### src/rtl/hazard_ctrl_if.sv
// Pipeline hazard control bundle: stage hazard requests in, register-select
// and PC-freeze controls out.
interface hazard_ctrl_if;
  logic        ld_hazard;
  logic        br_taken;
  logic        mc_start;
  logic        mc_done;
  logic [1:0]  clear_ifid;
  logic [1:0]  clear_idex;
  logic        outI;
  logic        pc_hold;
  logic        mc_err;
  logic [15:0] stall_cnt;

  modport master (
    output ld_hazard, br_taken, mc_start, mc_done,
    input  clear_ifid, clear_idex, outI, pc_hold, mc_err, stall_cnt
  );

  modport slave (
    input  ld_hazard, br_taken, mc_start, mc_done,
    output clear_ifid, clear_idex, outI, pc_hold, mc_err, stall_cnt
  );
endinterface

### src/rtl/hazard_ctrl.sv
// Pipeline hazard controller: load-use stall, branch flush and multi-cycle
// wait sequencing with fully registered (Moore) outputs.
module hazard_ctrl #(
  parameter int FLUSH_CYC  = 2,
  parameter int MC_TIMEOUT = 32
) (
  input  logic          clk,
  input  logic          rst,
  hazard_ctrl_if.slave  bus
);

  typedef enum logic [1:0] {RUN, LDSTALL, FLUSH, MCWAIT} state_t;

  localparam logic [2:0] FC = 3'(FLUSH_CYC);
  localparam logic [7:0] MT = 8'(MC_TIMEOUT);

  state_t      r_state, w_next;
  logic [2:0]  r_fcnt, w_fcnt;
  logic [7:0]  r_wcnt, w_wcnt;
  logic        w_err;
  logic [1:0]  r_clear_ifid, r_clear_idex, w_clear_ifid, w_clear_idex;
  logic        r_outI, r_pc_hold, r_mc_err, w_outI, w_pc_hold;
  logic [15:0] r_stall_cnt;

  always_comb begin
    w_next = r_state;
    w_fcnt = r_fcnt;
    w_wcnt = r_wcnt;
    w_err  = 1'b0;
    unique case (r_state)
      RUN: begin
        if (bus.br_taken) begin
          w_next = FLUSH;
          w_fcnt = FC;
        end else if (bus.mc_start) begin
          w_next = MCWAIT;
          w_wcnt = 8'd1;
        end else if (bus.ld_hazard) begin
          w_next = LDSTALL;
        end
      end
      LDSTALL: begin
        if (bus.br_taken) begin
          w_next = FLUSH;
          w_fcnt = FC;
        end else begin
          w_next = RUN;
        end
      end
      FLUSH: begin
        if (bus.br_taken) begin
          w_fcnt = FC;
        end else if (r_fcnt == 3'd1) begin
          w_next = RUN;
        end else begin
          w_fcnt = r_fcnt - 3'd1;
        end
      end
      MCWAIT: begin
        // r_wcnt holds the index of the current wait cycle; done wins a tie with timeout
        if (bus.mc_done) begin
          w_next = RUN;
        end else if (r_wcnt == MT) begin
          w_next = RUN;
          w_err  = 1'b1;
        end else begin
          w_wcnt = r_wcnt + 8'd1;
        end
      end
      default: w_next = RUN;
    endcase
  end

  // Outputs are decoded from the next state and registered alongside it
  always_comb begin
    w_clear_ifid = 2'b00;
    w_clear_idex = 2'b00;
    w_outI       = 1'b0;
    w_pc_hold    = 1'b0;
    unique case (w_next)
      LDSTALL: begin
        w_clear_ifid = 2'b10;
        w_clear_idex = 2'b11;
        w_outI       = 1'b1;
        w_pc_hold    = 1'b1;
      end
      FLUSH: begin
        w_clear_ifid = 2'b11;
        w_clear_idex = 2'b11;
      end
      MCWAIT: begin
        w_clear_ifid = 2'b10;
        w_clear_idex = 2'b01;
        w_pc_hold    = 1'b1;
      end
      default: ;
    endcase
  end

  always_ff @(posedge clk) begin
    if (rst) begin
      r_state      <= RUN;
      r_fcnt       <= '0;
      r_wcnt       <= '0;
      r_clear_ifid <= '0;
      r_clear_idex <= '0;
      r_outI       <= 1'b0;
      r_pc_hold    <= 1'b0;
      r_mc_err     <= 1'b0;
      r_stall_cnt  <= '0;
    end else begin
      r_state      <= w_next;
      r_fcnt       <= w_fcnt;
      r_wcnt       <= w_wcnt;
      r_clear_ifid <= w_clear_ifid;
      r_clear_idex <= w_clear_idex;
      r_outI       <= w_outI;
      r_pc_hold    <= w_pc_hold;
      r_mc_err     <= w_err;
      if (r_pc_hold && (r_stall_cnt != '1))
        r_stall_cnt <= r_stall_cnt + 16'd1;
    end
  end

  assign bus.clear_ifid = r_clear_ifid;
  assign bus.clear_idex = r_clear_idex;
  assign bus.outI       = r_outI;
  assign bus.pc_hold    = r_pc_hold;
  assign bus.mc_err     = r_mc_err;
  assign bus.stall_cnt  = r_stall_cnt;

endmodule

### src/flat_wrapper.sv
// flat-port wrapper written by rule: the top's interface ports become plain ports
module hazard_ctrl_flat 
#(
  parameter int FLUSH_CYC  = 2,
  parameter int MC_TIMEOUT = 32
)
  (clk, rst, bus_ld_hazard, bus_br_taken, bus_mc_start, bus_mc_done, bus_clear_ifid, bus_clear_idex, bus_outI, bus_pc_hold, bus_mc_err, bus_stall_cnt);
  hazard_ctrl_if bus_i ();
  input  logic clk;
  input  logic rst;
  input wire logic [$bits(bus_i.ld_hazard)-1:0] bus_ld_hazard;
  input wire logic [$bits(bus_i.br_taken)-1:0] bus_br_taken;
  input wire logic [$bits(bus_i.mc_start)-1:0] bus_mc_start;
  input wire logic [$bits(bus_i.mc_done)-1:0] bus_mc_done;
  output wire logic [$bits(bus_i.clear_ifid)-1:0] bus_clear_ifid;
  output wire logic [$bits(bus_i.clear_idex)-1:0] bus_clear_idex;
  output wire logic [$bits(bus_i.outI)-1:0] bus_outI;
  output wire logic [$bits(bus_i.pc_hold)-1:0] bus_pc_hold;
  output wire logic [$bits(bus_i.mc_err)-1:0] bus_mc_err;
  output wire logic [$bits(bus_i.stall_cnt)-1:0] bus_stall_cnt;
  assign bus_i.ld_hazard = bus_ld_hazard;
  assign bus_i.br_taken = bus_br_taken;
  assign bus_i.mc_start = bus_mc_start;
  assign bus_i.mc_done = bus_mc_done;
  assign bus_clear_ifid = bus_i.clear_ifid;
  assign bus_clear_idex = bus_i.clear_idex;
  assign bus_outI = bus_i.outI;
  assign bus_pc_hold = bus_i.pc_hold;
  assign bus_mc_err = bus_i.mc_err;
  assign bus_stall_cnt = bus_i.stall_cnt;
  hazard_ctrl #(.FLUSH_CYC(FLUSH_CYC), .MC_TIMEOUT(MC_TIMEOUT)) u_core (.clk(clk), .rst(rst), .bus(bus_i));
endmodule
### config.mk
export PLATFORM = sky130hd
export DESIGN_NAME = hazard_ctrl_flat
export DESIGN_NICKNAME = d
export VERILOG_FILES = /design/src/rtl/hazard_ctrl_if.sv /design/src/rtl/hazard_ctrl.sv /design/src/flat_wrapper.sv
export SDC_FILE = /design/constraint.sdc
export NUM_CORES = 1
export LEC_CHECK = 0
export CAP_MARGIN = 20
export CELL_PAD_IN_SITES_DETAIL_PLACEMENT = 0
export CELL_PAD_IN_SITES_GLOBAL_PLACEMENT = 1
export CORE_ASPECT_RATIO = 1.2
export CORE_MARGIN = 5
export CORE_UTILIZATION = 42
export CTS_CLUSTER_DIAMETER = 120
export DETAILED_ROUTE_END_ITERATION = 8
export PLACE_DENSITY_LB_ADDON = 0.1
export SYNTH_ARGS = -nofsm -noshare
export SYNTH_HDL_FRONTEND = slang
export SYNTH_SLANG_ARGS = --single-unit
export TNS_END_PERCENT = 5
### constraint.sdc
create_clock -name clk -period 3.14 [get_ports clk]
set_input_delay 0.628 -clock clk [delete_from_list [all_inputs] [get_ports clk]]
set_output_delay 0.628 -clock clk [all_outputs]
set_load 0.01 [all_outputs]
==> summary.txt <==
Status
  • Status: complete, no violations

Worst setup path
  • Reg2reg path depth: 5
  • CP endpoint: bus_pc_hold
  • Cell family with most CP delay: flip-flops
  • Buf/Inv on CP: 1
  • R2r setup slk: 1110 ps
  • CP max FO: 16
  • Nature of the critical path startpoint: flop
  • Crit-path cells: clkdlybuf4s50_1
  • R2R Path End: u_core.bus.clear_idex[1]
  • Crit path from: u_core.r_state[0]
  • Worst path depth: 1
  • CP arrival: 1570 ps
  • Reg-to-Reg Start: u_core.r_state[0]
  • Slowest CP cell: dfxtp_1
  • Crit-path max cell delay: 650 ps
  • Crit end category: primary output
  • Data required, critical path: 2510 ps
  • Crit path kind: reg2out

Floorplanning
  • Die area: 5500 um2
  • Initial Util: 43.5%
  • Die Y: 80.3 um
  • Die X: 68.6 um
  • CORE AREA: around 4000 um2
  • # IOs: 29
  • Row count: 25

Synthesis
  • Post-synthesis sequential area ratio: about two fifths
  • #FFs+latches synth: 34
  • Syn Area/Cell: between 8 and 9 um2
  • Post-synth EDFFs: 0
  • Synth top area cells: dfxtp_1 (39%), ha_1 (5.8%), nor2_1 (5.2%)
  • Share of Yosys cell area claimed by the top area cell type: around two fifths
  • Synth Cell Area: 1730 um2
  • Main synth FF type: dfxtp_1
  • Synth Warn #: 0
  • Synth area leader: dfxtp_1
  • Synth cell types: 47
  • Mapped Nets: roughly 210
  • Post-synth ARST share: 0%
  • Cells after Synth: 197

Timing
  • Max-slew violations: 0
  • RSZ-0062 raised after global routing: no
  • Final setup violation count: 0
  • Worst-Margin Slew: between 700 and 800 ps
  • Setup Skew: 7.40 ps
  • Relative slew margins: 49.6%
  • Min Tclk post-route: 2200 ps
  • Max Freq: ~450 MHz
  • Final hold violations: 0
  • Final period util: between 70% and 80%
  • Sum Neg Setup Slack: 0 ps

Routing
  • DR DRC count: 0
  • Mean number of vias per cell: 5.41
  • Drt wl/cell: 13.4 um
  • DR iter-0 viols: 49
  • Vias: 1516
  • Post-DRT Antenna Nets: 0
  • Drt first pass iters: 4
  • Routed WL: 3750 um

Clocking
  • CTS tree: done
  • Resized Gates After CTS: 0
  • Hold Buf Count CTS: 0
  • Htree depth: 2
  • Worst skew pair latency: 290 ps
  • Clock transition at path regs: 60 ps
  • CTS sink count: 34
  • Num CTS Buffers: 5
  • Clock Tree Root: clkbuf_8
  • Post-CTS Setup Inserts: 0
  • Maximum root-to-sink buffer count: 2

GRT
  • Vias in the first global route: 1462
  • Largest net degree at the start of global routing: 17
  • Total gr overflow: 0
  • Initial antenna violation count: 0
  • Gr usage total: 14.8%
  • First-pass GRT wire length: 6260 um

Cells and area
  • Nets: around 240
  • Layout cell share with drive strength beyond 1: ~9%
  • Layout fillers: 401
  • Post-route insts no fill: 280
  • Register area: 681 um2
  • Layout area overhead: 25.2%
  • Ant. Diodes: 0
  • Multi-input gate area: ~970 um2

Run
  • Maximum Capacitance Violations: 0

Pwr
  • PD cells: around 420 nW/um2
  • P_leak: 0.773 nW
  • Pint: ~0.71 mW
  • Net Sw Frac: 22.6%
  • Comb power frac: 8.9%
  • Clock power share: approximately two fifths
  • Maximum vdd drop: 224 uV
  • Psw: 0.207 mW
  • Seq pwr share: 50.0%

Worst hold path
  • Worst min path class: reg2reg

Placed design
  • Cells after DPL: 272
  • GPL Wtd Cong: about 0.88
  • Detail Placement HPWL: ~2800 um
  • IO Port Bufs: 28
-- cells in the mapped netlist, types with 2 or more instances --
library cell,n
a211oi_1,3
clkbuf_1,8
a31oi_1,2
xor2_1,7
o21ai_0,3
a21oi_1,13
dfxtp_1,34
o31ai_1,4
nor2b_1,5
o41ai_1,2
mux2i_1,3
ha_1,8
or3_1,5
inv_1,11
o21a_1,2
or4_1,3
o211ai_1,3
nand2b_1,4
nor3_1,7
and4_1,2
nand3_1,5
nand4_1,6
and2_1,2
nand2_1,8
nor2_1,24
mux2_2,2
-- through the flow --
| stage | total power [mW] | hold WS (ps) | utilization (%) | setup WS, ps | cell area (um2) |
|---|---|---|---|---|---|
| final | 0.914 | 483 | 54.5 | 940 | 2160 |
| after floorplan | 0.515 | 440 | - | 1220 | 1730 |
| after global placement | 0.546 | 451 | 51.7 | 786 | 2050 |
| after CTS | 0.931 | 488 | 54.5 | 918 | 2160 |
| after detailed placement | 0.550 | 471 | 51.7 | 731 | 2050 |
| after global routing | 0.957 | 513 | 54.5 | 862 | 2160 |
-- flip-flops by register name, indices dropped and copies added (netlist names) --
name	count
u_core.r_fcnt	3
u_core.bus.clear_idex	1
u_core.bus.stall_cnt	16
u_core.bus.outI	1
u_core.r_state	2
u_core.r_wcnt	8
u_core.bus.mc_err	1
u_core.bus.clear_ifid	2
-- cells by family (layout without fill, tap and decap cells) --
| group | count (synthesis) | count (layout) | share of synthesized area (%) |
|---|---|---|---|
| compound gates | 41 | 41 | 16.1 |
| xor+xnor | 7 | 7 | 3.55 |
| fa+ha+maj | 8 | 8 | 5.79 |
| buf+inv | 20 | 49 | 4.56 |
| flops | 34 | 34 | 39.4 |
| mux | 5 | 5 | 3.04 |
| simple gates | 82 | 82 | 27.6 |
-- worst min-delay path by stage --
stage,from,end,cells after the start
after floorplan,u_core.r_fcnt[1],u_core.r_fcnt[1],1
after global placement,u_core.r_fcnt[1],u_core.r_fcnt[1],1
after detailed placement,u_core.r_fcnt[1],u_core.r_fcnt[1],1
after CTS,u_core.r_fcnt[1],u_core.r_fcnt[1],1
after global routing,u_core.r_fcnt[1],u_core.r_fcnt[1],1
final,u_core.r_fcnt[1],u_core.r_fcnt[1],1
-- power groups by stage --
stage | clock (mW) | sequential, mW | combinational, mW
floorplan | 0 | 0.464 | 0.0514
global placement | 0 | 0.467 | 0.0791
detailed placement | 0 | 0.467 | 0.0825
CTS | 0.391 | 0.457 | 0.0830
global route | 0.406 | 0.460 | 0.0914
finish | 0.376 | 0.457 | 0.0809
-- metal layers --
metal  wire length, um  track usage, %  up-vias
met5                 0               0        -
met4                66            5.96        0
met3               143            3.92        7
met2              2030            27.7       24
met1              1510            15.0      718
li1                  -               -      767
-- cells in the final DEF (no fill, tap or decap), types with 2 or more instances in the layout --
cell type	count
dfxtp_1	34
clkdlybuf4s50_1	28
nor2_1	24
a21oi_1	13
inv_1	11
nand2_1	8
ha_1	8
clkbuf_8	8
xor2_1	7
nor3_1	7
nand4_1	6
or3_1	5
nand3_1	5
nor2b_1	5
nand2b_1	4
o31ai_1	4
o211ai_1	3
or4_1	3
mux2i_1	3
a211oi_1	3
o21ai_0	3
and4_1	2
and2_1	2
mux2_2	2
o21a_1	2
o41ai_1	2
a31oi_1	2
buf_4	2
-- area by class of cell --
class / instances / share of cell area (%)
Clock buffer: 8 / 5.09
Timing Repair Buffer: 30 / 13.6
Tap cell: 54 / 3.12
Inverter: 11 / 1.91
Multi-Input combinational cell: 143 / 44.8
Sequential cell: 34 / 31.5
No activity file was read; power rests on OpenSTA's default activity.
